$ cat src/rtl/seq_detect_ctrl.sv
`default_nettype none
// ============================================================================
// Module   : seq_detect_ctrl
// Purpose  : Frame controller around a bit-serial Mealy pattern detector with
//            a programmable pattern and saturating match counter.
//            Define SEQ_CTRL_OVERLAP_EN for overlapping detection.
// Revision : 1.0 - initial release
// ============================================================================
module seq_detect_ctrl #(
    parameter int             PAT_W     = 4,
    parameter logic [PAT_W-1:0] PAT_INIT = 4'b1001,
    parameter int             FRAME_LEN = 16,
    parameter int             CNT_W     = 8
) (
    input  logic             clk,
    input  logic             rst_n,
    input  logic             cfg_we,
    input  logic [PAT_W-1:0] cfg_pattern,
    input  logic             start,
    input  logic             abort,
    input  logic             bit_valid,
    input  logic             bit_in,
    output logic             bit_ready,
    output logic             match,
    output logic [CNT_W-1:0] match_cnt,
    output logic             busy,
    output logic             done
);

    localparam int c_FILL_W = $clog2(PAT_W + 1);
    localparam int c_BIT_W  = $clog2(FRAME_LEN);
    localparam logic [c_FILL_W-1:0] c_FILL_MAX = c_FILL_W'(PAT_W);
    localparam logic [c_FILL_W-1:0] c_FILL_ARM = c_FILL_W'(PAT_W - 1);
    localparam logic [c_BIT_W-1:0]  c_BIT_LAST = c_BIT_W'(FRAME_LEN - 1);

`ifdef SEQ_CTRL_OVERLAP_EN
    localparam logic [c_FILL_W-1:0] c_FILL_AFTER_MATCH = c_FILL_MAX;
`else
    localparam logic [c_FILL_W-1:0] c_FILL_AFTER_MATCH = '0;
`endif

    typedef enum logic [1:0] {
        S_IDLE = 2'd0,
        S_RUN  = 2'd1,
        S_DONE = 2'd2
    } state_t;

    state_t              r_state;
    logic [PAT_W-1:0]    r_pattern;
    logic [PAT_W-2:0]    r_hist;
    logic [c_FILL_W-1:0] r_fill;
    logic [c_BIT_W-1:0]  r_bit_cnt;
    logic [CNT_W-1:0]    r_match_cnt;
    logic                r_busy;
    logic                r_bit_ready;
    logic                r_done;

    logic                w_accept;
    logic [PAT_W-1:0]    w_window;
    logic                w_match;

    // abort wins over a bit offered in the same cycle
    assign w_accept = r_bit_ready & bit_valid & ~abort;
    assign w_window = {r_hist, bit_in};
    assign w_match  = w_accept && (r_fill >= c_FILL_ARM) && (w_window == r_pattern);

    assign bit_ready = r_bit_ready;
    assign match     = w_match;
    assign match_cnt = r_match_cnt;
    assign busy      = r_busy;
    assign done      = r_done;

    always_ff @(posedge clk or negedge rst_n) begin
        if (!rst_n) begin
            r_state     <= S_IDLE;
            r_pattern   <= PAT_INIT;
            r_hist      <= '0;
            r_fill      <= '0;
            r_bit_cnt   <= '0;
            r_match_cnt <= '0;
            r_busy      <= 1'b0;
            r_bit_ready <= 1'b0;
            r_done      <= 1'b0;
        end else begin
            case (r_state)
                S_IDLE: begin
                    r_done <= 1'b0;
                    if (cfg_we) begin
                        r_pattern <= cfg_pattern;
                    end
                    if (start) begin
                        r_state     <= S_RUN;
                        r_hist      <= '0;
                        r_fill      <= '0;
                        r_bit_cnt   <= '0;
                        r_match_cnt <= '0;
                        r_busy      <= 1'b1;
                        r_bit_ready <= 1'b1;
                    end
                end
                S_RUN: begin
                    if (abort) begin
                        r_state     <= S_IDLE;
                        r_busy      <= 1'b0;
                        r_bit_ready <= 1'b0;
                    end else if (w_accept) begin
                        r_hist    <= w_window[PAT_W-2:0];
                        r_bit_cnt <= r_bit_cnt + 1'b1;
                        if (w_match) begin
                            r_fill <= c_FILL_AFTER_MATCH;
                            if (r_match_cnt != {CNT_W{1'b1}}) begin
                                r_match_cnt <= r_match_cnt + 1'b1;
                            end
                        end else if (r_fill != c_FILL_MAX) begin
                            r_fill <= r_fill + 1'b1;
                        end
                        if (r_bit_cnt == c_BIT_LAST) begin
                            r_state     <= S_DONE;
                            r_busy      <= 1'b0;
                            r_bit_ready <= 1'b0;
                            r_done      <= 1'b1;
                        end
                    end
                end
                S_DONE: begin
                    r_state <= S_IDLE;
                    r_done  <= 1'b0;
                end
                default: begin
                    r_state     <= S_IDLE;
                    r_busy      <= 1'b0;
                    r_bit_ready <= 1'b0;
                    r_done      <= 1'b0;
                end
            endcase
        end
    end

endmodule
`default_nettype wire
$ cat config.mk
export PLATFORM = sky130hd
export DESIGN_NAME = seq_detect_ctrl
export DESIGN_NICKNAME = d
export VERILOG_FILES = /design/src/rtl/seq_detect_ctrl.sv
export SDC_FILE = /design/constraint.sdc
export NUM_CORES = 1
export LEC_CHECK = 0
export CAP_MARGIN = 0
export CORE_ASPECT_RATIO = 1.4
export CORE_UTILIZATION = 52
export DETAILED_ROUTE_END_ITERATION = 10
export PLACE_DENSITY = 0.76
export SYNTH_ARGS = -nofsm -noshare
export SYNTH_HDL_FRONTEND = slang
export SYNTH_SLANG_ARGS = --single-unit
$ cat constraint.sdc
create_clock -name clk -period 2.35 [get_ports clk]
set_input_delay 0.3525 -clock clk [delete_from_list [all_inputs] [get_ports clk]]
set_output_delay 0.3525 -clock clk [all_outputs]
set_load 0.02 [all_outputs]
* Word level (Yosys, flattened, before mapping) *
Index checks and enable logic that the tools add are counted.

storage, ports and cells
  register bits = 26
  latch bits = 0
  bits in writable memories = 0
  bits in read-only memories = 0
  input bits = 11
  output and inout port bits = 12
  logic and storage cells = 75
  memories kept = 0

operators by class
  add/sub/neg operators = 3
  multipliers = 0
  divide/modulo/power cells = 0
  magnitude comparators = 1
  eq/ne operators = 15
  shifts and indexed selects = 0
  multiplexer cells = 33
  bitwise logic cells = 4
  reduce and logical (&&, ||, !) cells = 11

operators with widths
  cell                   count
  $mux W8                5
  $mux W3                7
  $pmux W8 S2            1
  $mux W4                3
  $ne A2 B2 Y1 const B   6
  $ne A3 B3 Y1 const B   4
  $pmux W3 S2            2
  $add A8 B1 Y8 const B  1
  $mux W1                8
  $mux W2                4
  $ne A8 B8 Y1 const B   1
  $pmux W4 S2            1
  $reduce_and A4 Y1      2
  $reduce_and A3 Y1      2
  $reduce_and A6 Y1      1
  $reduce_and A5 Y1      1
  $add A4 B1 Y4 const B  1
  $eq A4 B4 Y1           1
  $eq A4 B4 Y1 const B   1
  $pmux W2 S2            1
  $add A3 B1 Y3 const B  1
  $ge A3 B2 Y1 const B   1
  $pmux W1 S3            1
  $and A1 B1 Y1          2
  7 further kinds        9

* Longest topological paths before layout *
  depth after elaboration = 8
  gate-level depth with buffers = 8
  mapped depth without buffers = 7

* Worst setup path after synthesis *
OpenSTA, ideal clock, no wires.

  path kind = reg-to-reg
  from = reg r_fill[0]
  to = reg r_fill[0]
  library setup time = 82 ps
  data arrival time = 1,701 ps
  data required time = 2,268 ps
  slack = 567 ps
  stages on the path, launching flop included = 9
  path buffers = 1
  period minus slack after synthesis = 1,783 ps
  cells stage by stage = dfrtp_1 ha_1 ha_1 a211oi_1 nor3_1 a21oi_2 buf_2 nand3_1 a31oi_1

between the ends
  cells in the longest elaborated chain, start to end = 7
  elaborated cells on any way between the ends = 12
  classes of those cells = add/sub (1); order compare (1); eq/ne (2); mux (5); reduce/logical (3)

ends and longest elaborated chain
  element                           line  source
  start: declaration                51    logic [c_FILL_W-1:0] r_fill;
  start signal: assignment          110   r_fill <= c_FILL_AFTER_MATCH;
  start signal: assignment          115   r_fill <= r_fill + 1'b1;
  $ge A3 B2 Y1                      65    assign w_match = w_accept && (r_fill >= c_FILL_ARM) && (w_window == r_pattern);
  $logic_and A1 B1 Y1 (2 in a row)  65
  $mux W3                           109   if (w_match) begin
  $mux W3                           106   end else if (w_accept) begin
  $mux W3                           102   if (abort) begin
  $pmux W3 S2                       85    case (r_state)

Several ways; a longest one is shown, not always the timed one. The select of a mux whose other input is x is not followed.
A chain may end at the register's enable or synchronous reset.

* Final worst setup path *
  from = reg r_fill[0]
  to = out match

between the ends
  cells in the longest elaborated chain, start to end = 3

ends and longest elaborated chain
  element                           line  source
  $ge A3 B2 Y1                      65
  $logic_and A1 B1 Y1 (2 in a row)  65
  end: declaration                  24    output logic match,

No other way between the ends.

==> metrics.txt <==
outcome finished clean; sw frac 0.330; crit-path max cell delay 0.46 ns; proportion of layout cells with a drive suffix above 1 0.166; cell taking the most area after synthesis dfrtp_1; Synthesis Warnings 0; Post-DRT Antenna Nets 0; Nets 186; FFs w/ async S/R, synth 1.00; global-route usage over all layers 0.235; Worst-path clk slew 0.14 ns; TritonCTS Buffers 3; hpwl dp 2.19 mm; worst rel slew slack 0.740; R2R Path Start r_fill[1]; Setup crit end kind primary output; Sw Pwr 367 µW; most numerous cell in the Yosys netlist dfrtp_1; DRC 0; Final Util 0.710; EDFF count, synth 0; drt first pass iters 4; WP buf/inv 1; Comb pwr share 0.303; clock network power share 0.178; Net Count, Synth 152; Synth Area per Inst 10.1 µm²; clock skew 0.00849 ns; crit path launch r_fill[0]; Post-synth top flop dfrtp_1; via count 1200; Setup Viol. Count Final 0; minimum clock period after layout 2.25 ns; die width 45.4 µm; Post-Route WL 2.94 mm; top cell type's share of synthesized area 0.438; Seq pwr share 0.519; critical path class flop to primary output; initial drt markers 35; Worst Setup Slack, final 0.0980 ns; Most common cell on crit path ha_1; initial antenna violation count 0; Area Overhead vs Synth 26.3%; CTS tree done; P_leak 0.000776 µW; Core Region 2440 µm²; FMAX 0.444 GHz; Wirelength per Cell 14.5 µm; RSZ-0062 raised after global routing false; register area share after synthesis 0.476; die span in y 62.8 µm; H-Tree Depth 1; global-route wire length before repair 5.03 mm; worst-path cell chain ha_1 -> ha_1 -> a211oi_2 -> nor3_1 -> and2_1 -> clkdlybuf4s15_1; Final period util 0.958; top post-synthesis cells by count dfrtp_1, nand2_1, a21oi_1; synthesized flop and latch total 26; Design Area, Final 1730 µm²; Int Pwr 746 µW; full die area 2850 µm²; Cell Area, Synth 1370 µm²; vias in the first global route 1207; Root Buffer clkbuf_4; sum of negative setup slack 0 ns; Post-Synthesis Cells 136; Starting Density 0.562; Post-DP Area 1690 µm²; Max Cap Viol 0; Fin. Hold Viols 0; CP Max Fanout 4; # rows 21; dominant cells by area after synthesis dfrtp_1, ha_1, a21oi_1; fin. max-slew vios 0; Synth cell types 41; WP data required 2.00 ns; cell family contributing the most delay on the critical path flip-flops; Clock Path Buffers 2; Clock Latency Late Sink 0.33 ns; fillers 197; Data arrival, critical path 1.90 ns; Ant. Diodes 0; routed vias/inst 5.91; Hold/Removal Path Class primary input to async pin; Power Density 642 nW/µm²; grt total ovfl 0; largest net degree at the start of global routing 27; worst slew pin tran 0.389 ns; total clock sinks 26; port bufs 22; Worst Setup Start Kind flop; # IOs 23; GPL Wtd Cong 0.816; peak supply drop 0.468 mV; Setup WS pre-CTS 0.00577 ns; Slowest-stage cell, CP dfrtp_2
## cell families after synthesis
family | count (synthesis) | synth area share
buffers and inverters | 10 | 0.0310
multiplexers | 4 | 0.0328
adder cells (fa/ha/maj) | 5 | 0.0456
AND/OR/NAND/NOR | 53 | 0.222
flip-flops | 26 | 0.476
AO/OA/AOI/OAI | 32 | 0.155
XOR/XNOR | 6 | 0.0383
## state kept, by name, indices dropped and copies added, names as in the netlist
| signal | cells |
|---|---|
| match_cnt | 8 |
| r_bit_cnt | 4 |
| r_pattern | 4 |
| r_fill | 3 |
| r_hist | 3 |
| r_state | 2 |
| bit_ready | 1 |
| done | 1 |
## cells in the final DEF, fill, tap and decap left out, types with 2 or more instances in the layout
cell type and n:
nand3_1 10, and3_1 4, nor2_1 5, nand2_1 14, mux2_2 4, dfrtp_1 23, ha_1 5, a31oi_1 2
xnor2_1 2, dfstp_2 2, or4_1 4, xor2_1 4, o21ai_0 5, clkdlybuf4s50_1 21, buf_4 10, nand4_1 3
clkbuf_4 3, a21oi_1 11, o31ai_1 4, inv_1 7, nor3_1 2
## worst paths after layout
check | to | slack [ns] | cells after the start
max reg2reg | match_cnt[3] | 0.30 | 8
min in group clk | r_hist[2] | 0.51 | 2
min | done | 0.37 | 2
max | match | 0.1 | 6
min reg2reg | r_hist[2] | 0.51 | 2
max in group asynchronous | r_pattern[0] | 1.67 | 2
## worst register-to-register path, cell delays in order, from the launching register on
cell and delay, ns:
dfrtp_1 0.43, ha_1 0.18, ha_1 0.15, a211oi_2 0.04, nor3_1 0.23, buf_4 0.16, a21oi_4 0.11, or4_1 0.53
a21oi_1 0.15
## area by class of cell
| cell class | count | area [µm²] | share of cell area |
|---|---|---|---|
| inverters | 7 | 26.3 | 0.0152 |
| well taps | 34 | 42.5 | 0.0245 |
| flip-flops and latches | 26 | 654 | 0.377 |
| repair buffers | 32 | 295 | 0.170 |
| multi-input cells | 100 | 689 | 0.398 |
| clock buffers | 4 | 26.3 | 0.0152 |
## repair_timing
item,CTS,global route
hold buffers,0,0
setup endpoints to repair,1,5
gates resized for setup,2,3
buffers inserted,0,1
## power by group through the flow
| stage | registers (µW) | clock network, µW | logic, µW |
|---|---|---|---|
| 2_1_floorplan | 571 | 0 | 204 |
| 3_3_place_gp | 574 | 0 | 290 |
| 3_5_place_dp | 581 | 0 | 311 |
| 4_1_cts | 576 | 202 | 317 |
| 5_1_grt | 585 | 219 | 378 |
| 6_report | 578 | 198 | 338 |
## stage by stage
step	hold slack, ns	instances	power [µW]
after global placement	0.473	198	865
after CTS	0.379	202	1090
after floorplan	0.0569	136	775
after detailed placement	0.480	198	892
final	0.366	203	1110
after global routing	0.391	203	1180
## layer usage
layer  vias to the layer above  global-route usage  wire length [µm]
li1                        569                   -                 -
met1                       592               0.284              1230
met2                        30               0.393              1550
met3                         9              0.0202                62
met4                         0               0.125                91
met5                         -                   0                 0
(Power assumes the default switching activity.)
